`config.mk`:
```
export PLATFORM = sky130hd
export DESIGN_NAME = vga_dac_port_ctrl
export DESIGN_NICKNAME = d
export VERILOG_FILES = /design/src/rtl/vga_dac_pkg.sv /design/src/rtl/dac_triplet_ctr.sv /design/src/rtl/vga_dac_port_ctrl.sv
export SDC_FILE = /design/constraint.sdc
export NUM_CORES = 1
export LEC_CHECK = 0
export CORE_ASPECT_RATIO = 1.2
export CORE_MARGIN = 2
export CORE_UTILIZATION = 50
export DETAILED_ROUTE_END_ITERATION = 12
export PLACE_DENSITY = 0.88
export SYNTH_ARGS = -nofsm -noshare
export SYNTH_HDL_FRONTEND = slang
export SYNTH_HIERARCHICAL = 1
export SYNTH_SLANG_ARGS = --single-unit
```
`constraint.sdc`:
```
create_clock -name clk -period 2.2 [get_ports clk]
set_clock_uncertainty 0.1 [all_clocks]
set_input_delay 0.33 -clock clk [delete_from_list [all_inputs] [get_ports clk]]
set_output_delay 0.33 -clock clk [all_outputs]
set_load 0.05 [all_outputs]
```
`src/rtl/vga_dac_pkg.sv`:
```
// Shared definitions for the VGA DAC port controller: port offsets, DAC
// read/write state codes, colour component codes and the prefetch FSM states.
package vga_dac_pkg;

  localparam logic [1:0] DAC_PEL_MASK = 2'd0;
  localparam logic [1:0] DAC_RD_IDX   = 2'd1;
  localparam logic [1:0] DAC_WR_IDX   = 2'd2;
  localparam logic [1:0] DAC_DATA     = 2'd3;

  localparam logic [1:0] DAC_ST_WRITE = 2'b00;
  localparam logic [1:0] DAC_ST_READ  = 2'b11;

  localparam logic [1:0] COMP_R = 2'd0;
  localparam logic [1:0] COMP_G = 2'd1;
  localparam logic [1:0] COMP_B = 2'd2;

  typedef enum logic [1:0] {
    IDLE     = 2'd0,
    RD_ISSUE = 2'd1,
    RD_WAIT  = 2'd2,
    RD_CAP   = 2'd3
  } pf_state_e;

  function automatic logic [9:0] ram_byte_addr(input logic [7:0] idx, input logic [1:0] comp);
    return {idx, comp};
  endfunction

endpackage

```
`src/rtl/dac_triplet_ctr.sv`:
```
// Palette index + colour component counter: R,G,B then on to the next index.
// The lookahead outputs let the parent address the RAM with the post-advance value.
module dac_triplet_ctr
  import vga_dac_pkg::*;
(
  input  logic       clk,
  input  logic       reset,
  input  logic       i_load,
  input  logic [7:0] i_load_idx,
  input  logic       i_adv,
  output logic [7:0] o_idx,
  output logic [1:0] o_comp,
  output logic [7:0] o_next_idx,
  output logic [1:0] o_next_comp
);

  logic [7:0] r_idx;
  logic [1:0] r_comp;

  // NOTE: every always_comb output gets a default first so no path leaves it unassigned (no latch).
  always_comb begin
    o_next_idx  = r_idx;
    o_next_comp = r_comp + 2'd1;
    if (r_comp == COMP_B) begin
      o_next_comp = COMP_R;
      o_next_idx  = r_idx + 8'd1;
    end
  end

  // NOTE: state registers use non-blocking assignments so all flops update together at the edge.
  always_ff @(posedge clk) begin
    if (reset) begin
      r_idx  <= 8'd0;
      r_comp <= COMP_R;
    end else if (i_load) begin
      r_idx  <= i_load_idx;
      r_comp <= COMP_R;
    end else if (i_adv) begin
      r_idx  <= o_next_idx;
      r_comp <= o_next_comp;
    end
  end

  assign o_idx  = r_idx;
  assign o_comp = r_comp;

endmodule

```
`src/rtl/vga_dac_port_ctrl.sv`:
```
// CPU-side VGA DAC controller (ports 3C6..3C9): triplet sequencing, PEL mask
// and a one-entry read-back prefetch from the palette RAM byte port.
module vga_dac_port_ctrl
  import vga_dac_pkg::*;
#(
  parameter logic [7:0] MASK_RST  = 8'hFF,
  parameter int         COMP_BITS = 6
) (
  input  logic       clk,
  input  logic       reset,
  input  logic       io_ce,
  input  logic       io_wr,
  input  logic [1:0] io_addr,
  input  logic [7:0] io_din,
  output logic [7:0] io_dout,
  output logic       io_ready,
  output logic       ram_ce,
  output logic       ram_we,
  output logic [9:0] ram_addr,
  output logic [7:0] ram_din,
  input  logic [7:0] ram_dout,
  output logic [7:0] pel_mask
);

  localparam logic [7:0] COMP_MASK = 8'((9'd1 << COMP_BITS) - 9'd1);

  pf_state_e  r_state;
  logic [7:0] r_pel_mask, r_io_dout, r_ram_din, r_pf_data;
  logic [9:0] r_ram_addr;
  logic [1:0] r_dac_state;
  logic       r_io_ready, r_ram_ce, r_ram_we, r_pf_valid, r_pf_pend;

  logic [7:0] w_widx, w_ridx, w_ridx_nxt, w_widx_nxt;
  logic [1:0] w_wcomp, w_rcomp, w_rcomp_nxt, w_wcomp_nxt;
  logic       w_access, w_idle_acc, w_cap_rd, w_is_data;
  logic       w_wr_load, w_rd_load, w_wr_adv, w_rd_adv, w_pf_hit;

  // The host holds io_ce through the ready cycle, so never re-accept while ready is high.
  assign w_access   = io_ce && !r_io_ready;
  assign w_is_data  = (io_addr == DAC_DATA);
  assign w_idle_acc = (r_state == IDLE) && !r_pf_pend && w_access;
  assign w_cap_rd   = (r_state == RD_CAP) && w_access && !io_wr && w_is_data;
  assign w_wr_load  = w_idle_acc && io_wr && (io_addr == DAC_WR_IDX);
  assign w_rd_load  = w_idle_acc && io_wr && (io_addr == DAC_RD_IDX);
  assign w_wr_adv   = w_idle_acc && io_wr && w_is_data;
  assign w_rd_adv   = (w_idle_acc && !io_wr && w_is_data && r_pf_valid) || w_cap_rd;
  assign w_pf_hit   = r_pf_valid && ({w_widx, w_wcomp} == {w_ridx, w_rcomp});

  dac_triplet_ctr u_wr_ctr (
    .clk        (clk),
    .reset      (reset),
    .i_load     (w_wr_load),
    .i_load_idx (io_din),
    .i_adv      (w_wr_adv),
    .o_idx      (w_widx),
    .o_comp     (w_wcomp),
    .o_next_idx (w_widx_nxt),
    .o_next_comp(w_wcomp_nxt)
  );

  dac_triplet_ctr u_rd_ctr (
    .clk        (clk),
    .reset      (reset),
    .i_load     (w_rd_load),
    .i_load_idx (io_din),
    .i_adv      (w_rd_adv),
    .o_idx      (w_ridx),
    .o_comp     (w_rcomp),
    .o_next_idx (w_ridx_nxt),
    .o_next_comp(w_rcomp_nxt)
  );

  always_ff @(posedge clk) begin
    if (reset) begin
      r_state     <= IDLE;
      r_pel_mask  <= MASK_RST;
      r_dac_state <= DAC_ST_WRITE;
      r_io_dout   <= 8'd0;
      r_io_ready  <= 1'b0;
      r_ram_ce    <= 1'b0;
      r_ram_we    <= 1'b0;
      r_ram_addr  <= 10'd0;
      r_ram_din   <= 8'd0;
      r_pf_data   <= 8'd0;
      r_pf_valid  <= 1'b0;
      r_pf_pend   <= 1'b0;
    end else begin
      r_io_ready <= 1'b0;
      r_ram_ce   <= 1'b0;
      r_ram_we   <= 1'b0;
      case (r_state)
        IDLE: begin
          if (r_pf_pend) begin
            // Re-fetch after a data write overwrote the byte held in the prefetch.
            r_pf_pend  <= 1'b0;
            r_state    <= RD_ISSUE;
            r_ram_ce   <= 1'b1;
            r_ram_addr <= ram_byte_addr(w_ridx, w_rcomp);
          end else if (w_access && io_wr) begin
            r_io_ready <= 1'b1;
            case (io_addr)
              DAC_PEL_MASK: r_pel_mask <= io_din;
              DAC_RD_IDX: begin
                r_dac_state <= DAC_ST_READ;
                r_pf_valid  <= 1'b0;
                r_state     <= RD_ISSUE;
                r_ram_ce    <= 1'b1;
                r_ram_addr  <= ram_byte_addr(io_din, COMP_R);
              end
              DAC_WR_IDX: r_dac_state <= DAC_ST_WRITE;
              default: begin
                r_ram_ce   <= 1'b1;
                r_ram_we   <= 1'b1;
                r_ram_addr <= ram_byte_addr(w_widx, w_wcomp);
                r_ram_din  <= io_din & COMP_MASK;
                if (w_pf_hit) begin
                  r_pf_valid <= 1'b0;
                  r_pf_pend  <= 1'b1;
                end
              end
            endcase
          end else if (w_access) begin
            case (io_addr)
              DAC_PEL_MASK: begin
                r_io_ready <= 1'b1;
                r_io_dout  <= r_pel_mask;
              end
              DAC_RD_IDX: begin
                r_io_ready <= 1'b1;
                r_io_dout  <= {6'b0, r_dac_state};
              end
              DAC_WR_IDX: begin
                r_io_ready <= 1'b1;
                r_io_dout  <= w_widx;
              end
              default: begin
                r_state  <= RD_ISSUE;
                r_ram_ce <= 1'b1;
                if (r_pf_valid) begin
                  r_io_ready <= 1'b1;
                  r_io_dout  <= r_pf_data;
                  r_pf_valid <= 1'b0;
                  r_ram_addr <= ram_byte_addr(w_ridx_nxt, w_rcomp_nxt);
                end else begin
                  // Nothing prefetched yet: fetch now, the read is served from RD_CAP.
                  r_ram_addr <= ram_byte_addr(w_ridx, w_rcomp);
                end
              end
            endcase
          end
        end
        RD_ISSUE: r_state <= RD_WAIT;
        RD_WAIT:  r_state <= RD_CAP;
        default: begin
          if (w_cap_rd) begin
            // A data read stalled on this fetch takes the byte straight from the RAM.
            r_io_ready <= 1'b1;
            r_io_dout  <= ram_dout;
            r_state    <= RD_ISSUE;
            r_ram_ce   <= 1'b1;
            r_ram_addr <= ram_byte_addr(w_ridx_nxt, w_rcomp_nxt);
          end else begin
            r_pf_data  <= ram_dout;
            r_pf_valid <= 1'b1;
            r_state    <= IDLE;
          end
        end
      endcase
    end
  end

  assign io_dout  = r_io_dout;
  assign io_ready = r_io_ready;
  assign ram_ce   = r_ram_ce;
  assign ram_we   = r_ram_we;
  assign ram_addr = r_ram_addr;
  assign ram_din  = r_ram_din;
  assign pel_mask = r_pel_mask;

endmodule

```
==> results of run 1 <==
power breakdown:
group | total (mW) | internal, mW | switching (mW)
registers | 1.58 | 1.42 | 0.159
logic | 2.52 | 0.992 | 1.53
clock network | 1.03 | 0.517 | 0.509
registers in the layout, indices dropped and copies added, names as in the netlist, 2 cells and up:
register,cells
u_wr_ctr/o_idx,8
u_rd_ctr/o_comp,2
io_dout,8
u_rd_ctr/o_idx,8
u_wr_ctr/o_comp,2
r_pf_data,8
ram_addr,10
ram_din,6
r_state,2
pel_mask,8
metrics by stage:
| step | setup slack (ns) | cell area (sq um) |
|---|---|---|
| floorplan | -0.0979 | 4240 |
| global placement | -0.299 | 5040 |
| detailed placement | -0.322 | 5040 |
| CTS | 0.0177 | 5230 |
| global route | 0.00243 | 5280 |
| finish | 0.0521 | 5280 |
cell usage in the layout (no fill, tap or decap), types with 3 or more instances in the layout:
cell type and count:
sky130_fd_sc_hd__dfxtp_1 65, sky130_fd_sc_hd__clkdlybuf4s50_1 53, sky130_fd_sc_hd__buf_4 51, sky130_fd_sc_hd__a21oi_1 46
sky130_fd_sc_hd__nand2_1 42, sky130_fd_sc_hd__nor2_1 27, sky130_fd_sc_hd__nand3_1 25, sky130_fd_sc_hd__a311oi_1 18
sky130_fd_sc_hd__mux2i_1 17, sky130_fd_sc_hd__inv_1 15, sky130_fd_sc_hd__o21ai_0 12, sky130_fd_sc_hd__xnor2_1 12
sky130_fd_sc_hd__a22oi_1 12, sky130_fd_sc_hd__a211oi_1 12, sky130_fd_sc_hd__nand3b_1 12, sky130_fd_sc_hd__nor3_1 9
sky130_fd_sc_hd__ha_1 9, sky130_fd_sc_hd__clkbuf_8 9, sky130_fd_sc_hd__nand4_1 8, sky130_fd_sc_hd__a221oi_1 8
sky130_fd_sc_hd__mux2_2 8, sky130_fd_sc_hd__xor2_1 7, sky130_fd_sc_hd__nand2b_1 6, sky130_fd_sc_hd__or3_1 6
sky130_fd_sc_hd__or3b_2 5, sky130_fd_sc_hd__or3b_1 5, sky130_fd_sc_hd__or4_1 5, sky130_fd_sc_hd__nor3b_1 5
sky130_fd_sc_hd__a21o_1 4, sky130_fd_sc_hd__o22ai_1 4, sky130_fd_sc_hd__clkinvlp_4 3, sky130_fd_sc_hd__clkinv_2 3
layout make-up:
type	count	share of cell area (%)
clock buffer	9	2.35
tap	95	2.25
multi-input combinational	371	48.5
clock inverter	7	1.28
sequential	68	25.9
inverter	17	1.26
timing repair buffer	109	18.5
worst max-delay path by stage:
stage / endpoint / slack, ns
floorplan: u_rd_ctr/o_idx[7] / -0.1
global placement: u_rd_ctr/o_idx[7] / -0.30
detailed placement: u_rd_ctr/o_idx[7] / -0.32
CTS: u_rd_ctr/o_idx[7] / 0.02
global route: u_rd_ctr/o_idx[7] / 0.002
finish: u_rd_ctr/o_idx[7] / 0.05
what timing repair did:
item / in CTS / in global routing
endpoints found under the setup margin: 2 / 16
hold endpoints to repair: 0 / 0
pin swaps: 0 / 1
setup buffers: 0 / 2
gates resized for setup: 1 / 8
cloned: 0 / 1
layer usage:
layer	vias to the layer above	track usage, %
met3	53	4.37
met5	-	0
met4	0	15.4
met2	187	45.0
met1	2013	36.5
li1	1978	-
==> results by stage, run 1 <==
GRT:
- The via count of the first global-routing pass is 4184.
- Global routing consumed, over all layers together, ~28% of the routing resources.
- The initial antenna violation count is 0.
- The global-route congestion overflow total is 0.
- The first global-routing pass estimated roughly 21000 microns of wire.
- The maximum number of pins on one net before global-route repair is 37.

Clock tree:
- At the later pin of the worst-skew pair, clock insertion delay measures ~0.35 ns.
- The total clock buffers created by CTS is 9.
- Clock tree synthesis found a total of between 60 and 70 sinks.
- The clock edge transition at the registers on the reported setup and hold paths is around 0.080 ns.
- The count of hold buffers inserted by post-cts repair is 0.
- The clock passes through at most 2 buffers.
- TritonCTS built the clock tree.
- The clock tree synthesis step divided the H-tree into 3 levels.
- The clock root buffer is sky130_fd_sc_hd__clkbuf_8.

Drt:
- The number of design-rule violations left by the first detailed-router iteration is between 300 and 400.
- The via count normalized by instance count is roughly 6.3.
- The number of vias in the routed layout is between 4000 and 5000.
- The antenna violation net count after detailed routing is 0.
- Detailed routing placed a total of 614 microns of wire on met3.
- The remaining design rule violation count is 0.
- The final routed wirelength across all metal layers is 12400 microns.
- Dividing the detail-routed wire length by the instance count gives between 15 and 20 microns.
- In the detailed route, the total length drawn on met2 is about 6000 microns.
- The highest metal layer carrying signal wires in the routed design is met4.
- Before antenna repair, the detailed router went through 9 iterations.
- The detailed router put a total of about 5100 microns of wire on met1.

Worst setup path:
- The critical setup path kind is flip-flop to flip-flop.
- Together, buffers and inverters on the worst path number 1.
- The endpoint arrival time on the critical path is 2.34 ns.
- On the critical path the largest part of the delay comes from simple AND/OR/NAND/NOR gates.
- The biggest fanout along the worst timing path is 5.
- The critical path crosses 8 cells after its start point.
- On the worst path, the slowest cell contributes a delay of roughly 0.48 ns.
- The minimum setup slack among reg-to-reg paths is ~0.052 ns.
- The start point of the critical path is r_state[0].
- The launching point of the worst reg2reg path is r_state[0].
- Counting cells, the worst reg-to-reg path comes to 8.
- The standard cell with the maximum stage delay on the critical path is sky130_fd_sc_hd__or4b_4.
- At the worst endpoint, the required time is ~2.4 ns.
- The endpoint identified for the worst register-to-register timing path is u_rd_ctr/o_idx[7].
- The type of destination of the critical path is a flip-flop.
- The type of origin of the critical path is a flip-flop.
- Traced cell by cell, the critical path runs through inv_4 -> ha_4 -> and2b_4 -> a21oi_2 -> nor2_2 -> or4b_4 -> or4_1 -> nand4b_1.

STA:
- The worst pin sits at a relative slew slack of a little under two thirds.
- For the final routed database, the setup TNS stands at 0 ns.
- The final critical path takes up a little over nine tenths of the cycle.
- Setup violations remaining at the end of the flow were counted as 0.
- The final number of max-transition violations came to 0.
- The number of failing hold endpoints at the final stage is 0.
- For the pin with the worst max-slew slack, the measured transition is 0.546 ns.
- Final hold analysis gives a worst-case slack of about 0.25 ns.
- Setup repair after global routing left no endpoint under its margin.
- The time the final worst path needs with I/O delays and setup is 2.15 ns.
- Derived from the worst setup path, the maximum achievable clock frequency is between 400 and 500 MHz.

Finish:
- The area used by sequential logic in the layout is approximately 1400 sq um.
- The number of fill cells in the layout is roughly 650.
- The multi-input combinational cells in the finished layout cover a total of ~2600 sq um.
- The final net count is roughly 610.
- Relative to the synthesized area, the layout overhead comes to 26.0%.
- The post-route core utilization is approximately two thirds.
- The finished layout holds 676 standard cells, fillers aside.
- Of the cells placed in the final design, the portion with a size suffix greater than 1 is around 18%.
- The number of antenna diodes in the final layout is 0.

Power and ir drop:
- In this run the power density over the cells is between 900 and 1000 nW/um^2.
- Power comes to 5.13 mW.
- In this run the static leakage power is slightly above 2 nW.
- VDD sags by at most roughly 0.51 mV.

Floorplanning:
- The total I/O pin count is 59.
- The die boundary width is 87.6 microns.
- The die outline area is between 9000 and 10000 sq um.
- In this run the standard cell core region covers about 8100 sq um.
- The die boundary height is around 100 microns.
- The initialized floorplan defines 36 standard-cell rows.
- The initial cell density of the core is about half.

Placement:
- The count of placed standard cells including taps is between 600 and 700.
- Buffers placed on the I/O ports in this run total 56.
- At the end of routability-driven placement, the weighted congestion stood at approximately 0.95.
- Detailed placement ended at an HPWL of between 9000 and 10000 microns.

Job:
- The number of max-cap violations is 0.

Hold path:
- The hold path depth is 2.
- The hold path startpoint is reset.
- The end point of the most critical hold path is r_state[1].
- The path class of the lowest-slack min-delay path is input pin to flip-flop.

Logic synthesis:
- The cell area after synthesis is between 4000 and 5000 sq um.
- The number of standard cells after synthesis is 493.
- The mean cell area of the mapped netlist is about 8.5 sq um.
- The number of warnings reported in the yosys synthesis log is 6.

Run status:
- The run finished with clean final reports.
No activity file was read; power rests on OpenSTA's default activity.
==> run 2: changes to the inputs <==
- TNS_END_PERCENT: not set -> 100
==> results of run 2 <==
The final DEF is identical to that of run 1; final timing and power are the same.
==> run 3: changes to the inputs <==
- TNS_END_PERCENT: 100 -> 50
==> run 3 against run 2 <==
Design area grew 0.26%; first-iteration DRC count grew 1.6%; clock-buffer cell count grew 1; routed wire length grew 2.1%.
==> results by stage, run 3 (synthesis results as in run 1) <==
Worst setup path:
- The data required time at the worst endpoint came to 2.37 ns (was 2.39 ns).
- The type of origin of the critical path is a flip-flop (unchanged).
- The minimum setup slack among reg-to-reg paths is 0.05 ns (about the same).
- The endpoint arrival time on the critical path is 2.32 ns (was 2.34 ns).
- The biggest fanout along the worst timing path is 8 (was 5).
- The type of destination of the critical path is a flip-flop (unchanged).
- The critical setup path kind is flip-flop to flip-flop (unchanged).

Placement:
- The post-placement cell area is 5020 sq um (was 5040 sq um).
- The count of placed standard cells including taps is 656 (was 657).
- The final RePlAce weighted congestion is 0.945 (was 0.951).
- The HPWL after detailed placement is 9300 microns (was 9150 microns).
- The count of input and output buffers came to 56 (unchanged).

GRT:
- The global-route wire length before repair came to 20100 microns (was 20800 microns).
- The via count of the first global-routing pass is 4144 (was 4184).
- The global-route congestion overflow total is 0 (unchanged).
- The global-route usage over all layers is 27.6% (was 28.4%).
- The initial antenna violation count is 0 (unchanged).
- The maximum number of pins on one net before global-route repair is 25 (was 37).

Job:
- The number of max-cap violations is 0 (unchanged).

Finish:
- The most common cell after layout, fill and taps aside is sky130_fd_sc_hd__dfxtp_1 (unchanged).
- The number of fill cells in the layout was 641 (was 647).
- The proportion of layout cells with a drive suffix above 1 is 18.3% (was 18.2%).
- The number of antenna diodes was 0 (unchanged).
- The number of flip-flops in the largest register came to 10 (unchanged).
- The area of all placed cells without fillers is 5290 sq um (was 5280 sq um).
- Top library cells by usage in the layout, fill and taps aside: 65 x sky130_fd_sc_hd__dfxtp_1, 51 x sky130_fd_sc_hd__clkdlybuf4s50_1, 51 x sky130_fd_sc_hd__buf_4, 46 x sky130_fd_sc_hd__a21oi_1, 42 x sky130_fd_sc_hd__nand2_1 (was 65 x sky130_fd_sc_hd__dfxtp_1, 53 x sky130_fd_sc_hd__clkdlybuf4s50_1, 51 x sky130_fd_sc_hd__buf_4, 46 x sky130_fd_sc_hd__a21oi_1, 42 x sky130_fd_sc_hd__nand2_1).
- The final net count is 607 (was 609).
- The post-layout instance count excluding filler cells is 674 (was 676).
- The post-synthesis to final-layout area growth is 26.3% (was 26.0%).

STA:
- The final number of max-transition violations is 0 (unchanged).
- Unrepaired setup endpoints after global routing: true (was false).
- The number of failing hold endpoints at the final stage is 0 (unchanged).
- The relative slew slack is 65.0% (was 63.5%).
- The number of endpoints failing setup at the final stage is 0 (unchanged).
- The final period utilization is 97.7% (was 97.6%).
- The maximum frequency from static timing analysis came to 465 MHz (was 466 MHz).
- The pin slew with the least headroom to its limit was 0.524 ns (was 0.546 ns).
- The time the final worst path needs with I/O delays and setup is 2.15 ns (about the same).
- The total negative setup slack is 0 ns (unchanged).

Clock tree:
- The maximum count of clock buffers along a single path is 2 (unchanged).
- The clock root buffer is sky130_fd_sc_hd__clkbuf_8 (unchanged).
- The clock network latency to the later pin of the worst-skew pair is 0.34 ns (was 0.35 ns).
- The level count of the clock H-tree is 3 (unchanged).
- The total clock buffers created by CTS is 9 (unchanged).
- The clock edge transition at the registers on the reported setup and hold paths is 0.08 ns (about the same).
- The TritonCTS clock tree was yes (unchanged).
- The count of hold buffers inserted by post-cts repair is 0 (unchanged).
- The clock sink total is 68 (unchanged).

Floorplanning:
- The die boundary width is 87.6 microns (unchanged).
- The total I/O pin count is 59 (unchanged).
- The initial cell density of the core was 51.7% (unchanged).
- The floorplan core area is 8110 sq um (unchanged).
- The die boundary height is 104 microns (unchanged).
- The number of cell rows is 36 (unchanged).
- The die outline area is 9130 sq um (unchanged).

Power and ir drop:
- The sequential share of power was 30.4% (was 30.9%).
- The combinational group share of total power is 47.7% (was 49.1%).
- The static leakage power came to 2.08 nW (was 2.07 nW).
- The switching share of power is 42.1% (was 42.8%).
- The clock share of power came to 21.9% (was 20.0%).
- The worst supply voltage drop on vdd came to 0.535 mV (was 0.515 mV).
- The power density relative to cell area is 992 nW/um^2 (was 971 nW/um^2).
- The total internal power is 3.04 mW (was 2.93 mW).
- The net load switching power is 2.21 mW (was 2.19 mW).

Drt:
- The via count normalized by instance count came to 6.35 (was 6.26).
- The wire length per cell after detailed routing came to 18.8 microns (was 18.3 microns).
- The first-pass detailed-route iteration total came to 7 (was 9).
- The antenna violation net count after detailed routing came to 0 (unchanged).
- The remaining design rule violation count is 0 (unchanged).
- The number of vias in the routed layout is 4281 (was 4231).
- The final routed wirelength across all metal layers came to 12700 microns (was 12400 microns).
- The number of design-rule violations left by the first detailed-router iteration is 321 (was 316).

Run status:
- Status: completed (unchanged).

Hold path:
- The path class of the lowest-slack min-delay path is input pin to flip-flop (unchanged).
[run 3: cell types whose count changed in the layout (fill, tap and decap cells not counted), sizes merged]
cell	previous run	this run
and2b	2	1
buf	54	53
bufinv	1	2
clkbuf	9	10
clkdlybuf4s50	53	51
clkinv	3	2
clkinvlp	3	2
dlymetal6s2s	2	4
[run 3: power groups by stage]
stage	Clock [mW]	Sequential, mW	Combinational, mW
global placement	0	1.60	2.34
finish	1.15	1.60	2.51
global route	1.21	1.61	2.66
detailed placement	0	1.62	2.41
CTS	1.15	1.59	2.43
floorplan	0	2.00	1.26
[run 3: final timing paths]
check               startpoint                 to  cells past startpoint
setup reg to reg    r_state[0]  u_rd_ctr/o_idx[6]                      8
setup / recovery    r_state[0]  u_rd_ctr/o_idx[6]                      8
hold / removal           reset         r_state[1]                      2
hold reg to reg   r_pf_data[6]       r_pf_data[6]                      2
[run 3: area by class of cell]
| class | instances | area (sq um) | area share [%] |
|---|---|---|---|
| Clock buffer | 10 | 128 | 2.41 |
| Clock inverter | 6 | 88.8 | 1.68 |
| Timing Repair Buffer | 108 | 960 | 18.1 |
| Sequential cell | 68 | 1370 | 25.8 |
| Tap cell | 95 | 119 | 2.25 |
| Inverter | 17 | 63.8 | 1.21 |
| Multi-Input combinational cell | 370 | 2560 | 48.5 |
[run 3: metal layers]
metal,global-route usage [%],vias up,routed length [microns]
met5,0,-,0
met4,14.2,0,548
met3,4.52,37,613
met2,45.4,185,6240
met1,33.9,2073,5260
li1,-,1986,-
[run 3: worst max-delay path, cell delays in order, from the launching register on]
cell and delay, ns:
sky130_fd_sc_hd__dfxtp_4 0.36, sky130_fd_sc_hd__inv_2 0.08, sky130_fd_sc_hd__ha_4 0.14, sky130_fd_sc_hd__and2b_4 0.22
sky130_fd_sc_hd__a21oi_2 0.08, sky130_fd_sc_hd__nor2_2 0.16, sky130_fd_sc_hd__or3b_1 0.42, sky130_fd_sc_hd__or4_1 0.42
sky130_fd_sc_hd__o211ai_1 0.10
[run 3: timing repair]
action                     CTS  global route
setup endpoints to repair    2            15
gates resized for setup      1            11
buffers inserted             0             2
pin swaps                    0             1
[run 3: metrics by stage]
step	hold WS (ns)	setup slack [ns]	total power [mW]	utilization, %
after floorplan	0.336	-0.0979	3.26	-
after global placement	0.341	-0.260	3.95	61.9
after detailed placement	0.354	-0.302	4.02	61.9
after CTS	0.274	0.0205	5.17	64.6
after global routing	0.303	-0.0210	5.49	65.3
final	0.288	0.0497	5.25	65.3
